===== config.mk =====
export PLATFORM = sky130hd
export DESIGN_NAME = alu_1b
export DESIGN_NICKNAME = d
export VERILOG_FILES = /design/src/rtl/alu_1b_pkg.sv /design/src/rtl/alu_1b_addsub.sv /design/src/rtl/alu_1b.sv
export SDC_FILE = /design/constraint.sdc
export NUM_CORES = 1
export LEC_CHECK = 0
export BUFFER_PORTS_ARGS = -buffer_cell sky130_fd_sc_hd__buf_2
export CAP_MARGIN = 10
export CORE_AREA = 2 2 39 41
export CTS_CLUSTER_DIAMETER = 200
export DETAILED_ROUTE_END_ITERATION = 16
export DIE_AREA = 0 0 41 43
export SYNTH_ARGS = -nofsm -noshare
export SYNTH_HDL_FRONTEND = slang
export SYNTH_SLANG_ARGS = --single-unit

===== constraint.sdc =====
create_clock -name CLK -period 3.1 [get_ports CLK]
set_clock_uncertainty 0.1 [all_clocks]
set_input_delay 0.465 -clock CLK [delete_from_list [all_inputs] [get_ports CLK]]
set_output_delay 0.465 -clock CLK [all_outputs]
set_load 0.01 [all_outputs]

===== src/rtl/alu_1b_pkg.sv =====
// Shared op encodings for the 1-bit ALU slice.
// Latency: n/a (package). Backpressure: n/a.
// Optional XOR/NOR codes are only decoded when ALU_1B_EXT_LOGIC_EN is defined.
package alu_1b_pkg;

    typedef enum logic [2:0] {
        OP_AND       = 3'b000,
        OP_XOR       = 3'b001,
        OP_OR        = 3'b010,
        OP_NOR       = 3'b011,
        OP_ADD       = 3'b100,
        OP_SUB       = 3'b101,
        OP_PASS_LESS = 3'b110,
        OP_SLT       = 3'b111
    } op_t;

endpackage


===== src/rtl/alu_1b_addsub.sv =====
// Full adder / full subtractor bit shared by ADD, SUB and SLT.
// Latency: combinational. Backpressure: none.
// sub=1 turns cout into a borrow-out (A - B - Ci < 0).
module alu_1b_addsub (
    input  logic A,
    input  logic B,
    input  logic Ci,
    input  logic sub,
    output logic sum,
    output logic cout
);

    logic carry_out;
    logic borrow_out;

    assign carry_out  = (A & B) | (A & Ci) | (B & Ci);
    assign borrow_out = (~A & B) | (~A & Ci) | (B & Ci);

    assign sum  = A ^ B ^ Ci;
    assign cout = sub ? borrow_out : carry_out;

endmodule


===== src/rtl/alu_1b.sv =====
// 1-bit ALU slice with registered R/Co; XOR/NOR enabled by ALU_1B_EXT_LOGIC_EN.
// Latency: 1 cycle from inputs to R/Co. Backpressure: none, accepts every cycle.
// Synchronous active-high Reset clears both outputs and wins over the result.
module alu_1b
    import alu_1b_pkg::*;
(
    input  logic       CLK,
    input  logic       Reset,
    input  logic       A,
    input  logic       B,
    input  logic       Ci,
    input  logic [2:0] Op,
    input  logic       Less,
    output logic       R,
    output logic       Co
);

    logic r_d, r_q;
    logic co_d, co_q;
    logic as_sub;
    logic as_sum;
    logic as_cout;

    // SUB and SLT both use the borrow form; only ADD uses carry.
    assign as_sub = (op_t'(Op) != OP_ADD);

    alu_1b_addsub u_addsub (
        .A    (A),
        .B    (B),
        .Ci   (Ci),
        .sub  (as_sub),
        .sum  (as_sum),
        .cout (as_cout)
    );

    always_comb begin
        r_d  = 1'b0;
        co_d = 1'b0;
        case (op_t'(Op))
            OP_AND:       r_d = A & B;
            OP_OR:        r_d = A | B;
            OP_ADD,
            OP_SUB,
            OP_SLT: begin
                r_d  = as_sum;
                co_d = as_cout;
            end
            OP_PASS_LESS: r_d = Less;
`ifdef ALU_1B_EXT_LOGIC_EN
            OP_XOR:       r_d = A ^ B;
            OP_NOR:       r_d = ~(A | B);
`endif
            default: begin
                r_d  = 1'b0;
                co_d = 1'b0;
            end
        endcase
    end

    always_ff @(posedge CLK) begin
        if (Reset) begin
            r_q  <= 1'b0;
            co_q <= 1'b0;
        end else begin
            r_q  <= r_d;
            co_q <= co_d;
        end
    end

    assign R  = r_q;
    assign Co = co_q;

endmodule


==> load_flow_metrics.sql <==
INSERT INTO impl_metrics (metric_group, metric, value, unit) VALUES
('critical_path', 'nature_of_the_critical_path_endpoint', 'flop', ''),
('clocking', 'ctsHtreeMaxLevel', '1', ''),
('floorplanning', 'design.die.area', '0.00176', 'mm^2'),
('synth', 'synthesis.area', '186', 'um^2'),
('final_layout', 'multi_input_area', '131', 'um^2'),
('worst_hold_path', 'holdCritPathClass', 'in -> reg', ''),
('synth', 'yosysWarningCount', '0', ''),
('grt', 'pin_count_of_the_biggest_net_entering_global_routing', '6', ''),
('power_and_ir_drop', 'clock_power_share', '52.1', '%'),
('placement', 'dp.final_hpwl', '323', 'um'),
('critical_path', 'timing.critical_path.arrival', '1.29', 'ns'),
('clocking', 'cts-root-to-sink-buffers', '2', ''),
('critical_path', 'setup.worst_path.class', 'in -> reg', ''),
('critical_path', 'startpoint_type', 'input pin', ''),
('power_and_ir_drop', 'p_int', '0.0822', 'mW'),
('sta', 'maxSlewViolCount', '0', ''),
('floorplanning', 'dieHeight', '43', 'um'),
('grt', 'groute.usage.overall', '5.00', '%'),
('clocking', 'number_of_buffers_inserted_to_repair_setup_after_cts', '0', ''),
('sta', 'tightest_slew', '0.193', 'ns'),
('routing', 'dr_vias', '183', ''),
('sta', 'hold-worst-slack', '0.415', 'ns'),
('sta', 'worst_slew_margin_rel', '87.0', '%'),
('sta', 'post_route_setup_tns', '0', 'ns'),
('grt', 'globalRouteOverflowTotal', '0', ''),
('power_and_ir_drop', 'power.share.sequential', '25.9', '%'),
('power_and_ir_drop', 'power_per_cell_area', '387', 'mW/mm^2'),
('floorplanning', 'floorplan.die.width', '41', 'um'),
('final_layout', 'finish.net_count', '49', ''),
('grt', 'first_global_vias', '173', ''),
('power_and_ir_drop', 'switching_share', '23.9', '%'),
('sta', 'setup-violations-final', '0', ''),
('routing', 'drt_iter0_drc', '0', ''),
('clocking', 'clkTransAtPathRegs', '0.03', 'ns'),
('clocking', 'cts.sinks', '2', ''),
('synth', 'yosys.cell_types.count', '16', ''),
('routing', 'postRouteAntennaNets', '0', ''),
('synth', 'synth_nets', '34', ''),
('floorplanning', 'core_region_area', '0.00138', 'mm^2'),
('floorplanning', 'io_pins', '11', ''),
('final_layout', 'regArea', '40.0', 'um^2'),
('placement', 'globalplace.congestion', '0.628', ''),
('floorplanning', 'floorplan.initialDensity', '13.5', '%'),
('synth', 'synth_seq_cells', '2', ''),
('synth', 'post_synth.cell_area_avg', '8.47', 'um^2'),
('clocking', 'cts_tree', 'built', ''),
('routing', 'post-route-drc-count', '0', ''),
('status', 'result_of_the_run', 'finished, final reports clean', ''),
('sta', 'post-route-min-period', '1.28', 'ns'),
('power_and_ir_drop', 'max-vdd-ir-drop', '0.0421', 'mV'),
('worst_hold_path', 'hold-path-cell-count', '3', ''),
('routing', 'detail_route.wl_per_cell', '7.47', 'um'),
('grt', 'first_pass_grt_wire_length', '579', 'um'),
('sta', 'finalHoldViolCount', '0', ''),
('power_and_ir_drop', 'p_sw', '0.0258', 'mW'),
('synth', 'synth_sequential_area_ratio', '21.5', '%'),
('critical_path', 'worst-path-max-fanout', '3', ''),
('sta', 'finalCritPeriodShare', '41.4', '%'),
('synth', 'syn_inst', '22', ''),
('placement', 'buffer_ports.inserted', '10', ''),
('clocking', 'post_cts_hold_buffer_count', '0', ''),
('clocking', 'number_of_instances_resized_during_post_cts_repair', '0', ''),
('sta', 'timing.fmax', '0.778', 'GHz'),
('run', 'cap_viol_max_count', '0', ''),
('floorplanning', 'placementRows', '14', ''),
('clocking', 'cts_root_buf', 'sky130_fd_sc_hd__clkbuf_4', ''),
('sta', 'grt_setup_unrepaired', 'no', ''),
('routing', 'routed_wirelength', '381', 'um'),
('final_layout', 'final_layout_size_suffix_gt1_share', '40.0', '%'),
('final_layout', 'num_antenna_cells', '0', ''),
('grt', 'number_of_antenna_violations_at_the_first_check_in_global_routing', '0', ''),
('routing', 'detailedRoute.firstPassIterationCount', '1', ''),
('clocking', 'cts_buffers', '3', ''),
('routing', 'viasPerCell', '3.59', ''),
('final_layout', 'fill_cells', '163', ''),
('critical_path', 'worst-endpoint-required', '3.10', 'ns'),
('power_and_ir_drop', 'cellLeakagePower', '0.146', 'nW'),
('power_and_ir_drop', 'power.share.combinational', '21.9', '%'),
('final_layout', 'area.growth.synth_to_final', '49.7', '%');
## through the flow
step                setup slack, ns  utilization [%]  power (mW)  std cells  cell area (um^2)
CTS                            1.81             20.2       0.113         51               279
detailed placement             1.57             18.5      0.0525         48               256
finish                         1.82             20.2       0.108         51               279
global placement               1.57             18.5      0.0523         48               256
floorplan                      1.74                -      0.0422         22               186
global route                   1.74             20.2       0.117         51               279
## kinds of logic (layout without fill, tap and decap cells)
family / after synthesis / count (layout) / share of synthesized area, %
mux: 1 / 1 / 5.37
compound gates: 7 / 7 / 26.2
flops: 2 / 2 / 21.5
fa+ha+maj: 3 / 3 / 20.1
buf+inv: 4 / 17 / 8.05
xor+xnor: 1 / 1 / 4.70
simple gates: 4 / 4 / 14.1
## cells in the final DEF, fill, tap and decap left out
cell / instances
sky130_fd_sc_hd__buf_2: 10
sky130_fd_sc_hd__inv_1: 3
sky130_fd_sc_hd__ha_1: 3
sky130_fd_sc_hd__clkbuf_4: 3
sky130_fd_sc_hd__dfxtp_1: 2
sky130_fd_sc_hd__a21oi_1: 2
sky130_fd_sc_hd__clkinv_1: 1
sky130_fd_sc_hd__nor2b_1: 1
sky130_fd_sc_hd__or3_1: 1
sky130_fd_sc_hd__or2b_1: 1
sky130_fd_sc_hd__xor2_1: 1
sky130_fd_sc_hd__nand2b_1: 1
sky130_fd_sc_hd__mux2i_1: 1
sky130_fd_sc_hd__o22ai_1: 1
sky130_fd_sc_hd__o21a_1: 1
sky130_fd_sc_hd__o21ai_1: 1
sky130_fd_sc_hd__o21ai_0: 1
sky130_fd_sc_hd__a221oi_2: 1
## flip-flops by register name, indices dropped and copies added, names as in the netlist
register  count
R             1
Co            1
## path summary, 6_finish.rpt
path,endpoint,from,slack [ns]
worst max-delay path,R$_SDFF_PP0_,A,1.82
worst min-delay path,R$_SDFF_PP0_,Less,0.41
## worst max-delay path, stage by stage
cell                      delay (ns)
sky130_fd_sc_hd__buf_2          0.10
sky130_fd_sc_hd__inv_1          0.06
sky130_fd_sc_hd__ha_1           0.30
sky130_fd_sc_hd__xor2_1         0.16
sky130_fd_sc_hd__mux2i_1        0.13
sky130_fd_sc_hd__o22ai_1        0.08
## power groups by stage
stage | clock (mW) | combinational (mW) | sequential [mW]
5_1_grt | 0.0616 | 0.0273 | 0.0283
2_1_floorplan | 0 | 0.0128 | 0.0294
3_3_place_gp | 0 | 0.0240 | 0.0283
6_report | 0.0563 | 0.0237 | 0.0280
4_1_cts | 0.0609 | 0.0242 | 0.0280
3_5_place_dp | 0 | 0.0241 | 0.0283
## cell usage after synthesis
master                     instances  area [um^2]
sky130_fd_sc_hd__nor2b_1           1         6.26
sky130_fd_sc_hd__nand2b_1          1         6.26
sky130_fd_sc_hd__o21ai_0           1         5.00
sky130_fd_sc_hd__xor2_1            1         8.76
sky130_fd_sc_hd__o21ai_1           1         5.00
sky130_fd_sc_hd__inv_1             3         11.3
sky130_fd_sc_hd__mux2i_1           1         10.0
sky130_fd_sc_hd__a21oi_1           2         10.0
sky130_fd_sc_hd__o22ai_1           1         6.26
sky130_fd_sc_hd__or3_1             1         6.26
sky130_fd_sc_hd__or2b_1            1         7.51
sky130_fd_sc_hd__dfxtp_1           2         40.0
sky130_fd_sc_hd__o21a_1            1         7.51
sky130_fd_sc_hd__clkinv_1          1         3.75
sky130_fd_sc_hd__ha_1              3         37.5
sky130_fd_sc_hd__a221oi_2          1         15.0
## routing by layer
metal	GRT usage, %	up-vias	part of all wire, %
li1	-	101	-
met1	4.75	76	39
met2	8.13	6	53
met3	0	0	8.1
met4	6.00	0	0
met5	0	-	0
## final cells by class
type	count	area share [%]
Clock buffer	3	8.07
Inverter	4	5.38
Multi-Input combinational cell	16	47.1
Sequential cell	2	14.3
Timing Repair Buffer	10	17.9
Tap cell	16	7.17
No activity file was read; power rests on OpenSTA's default activity.
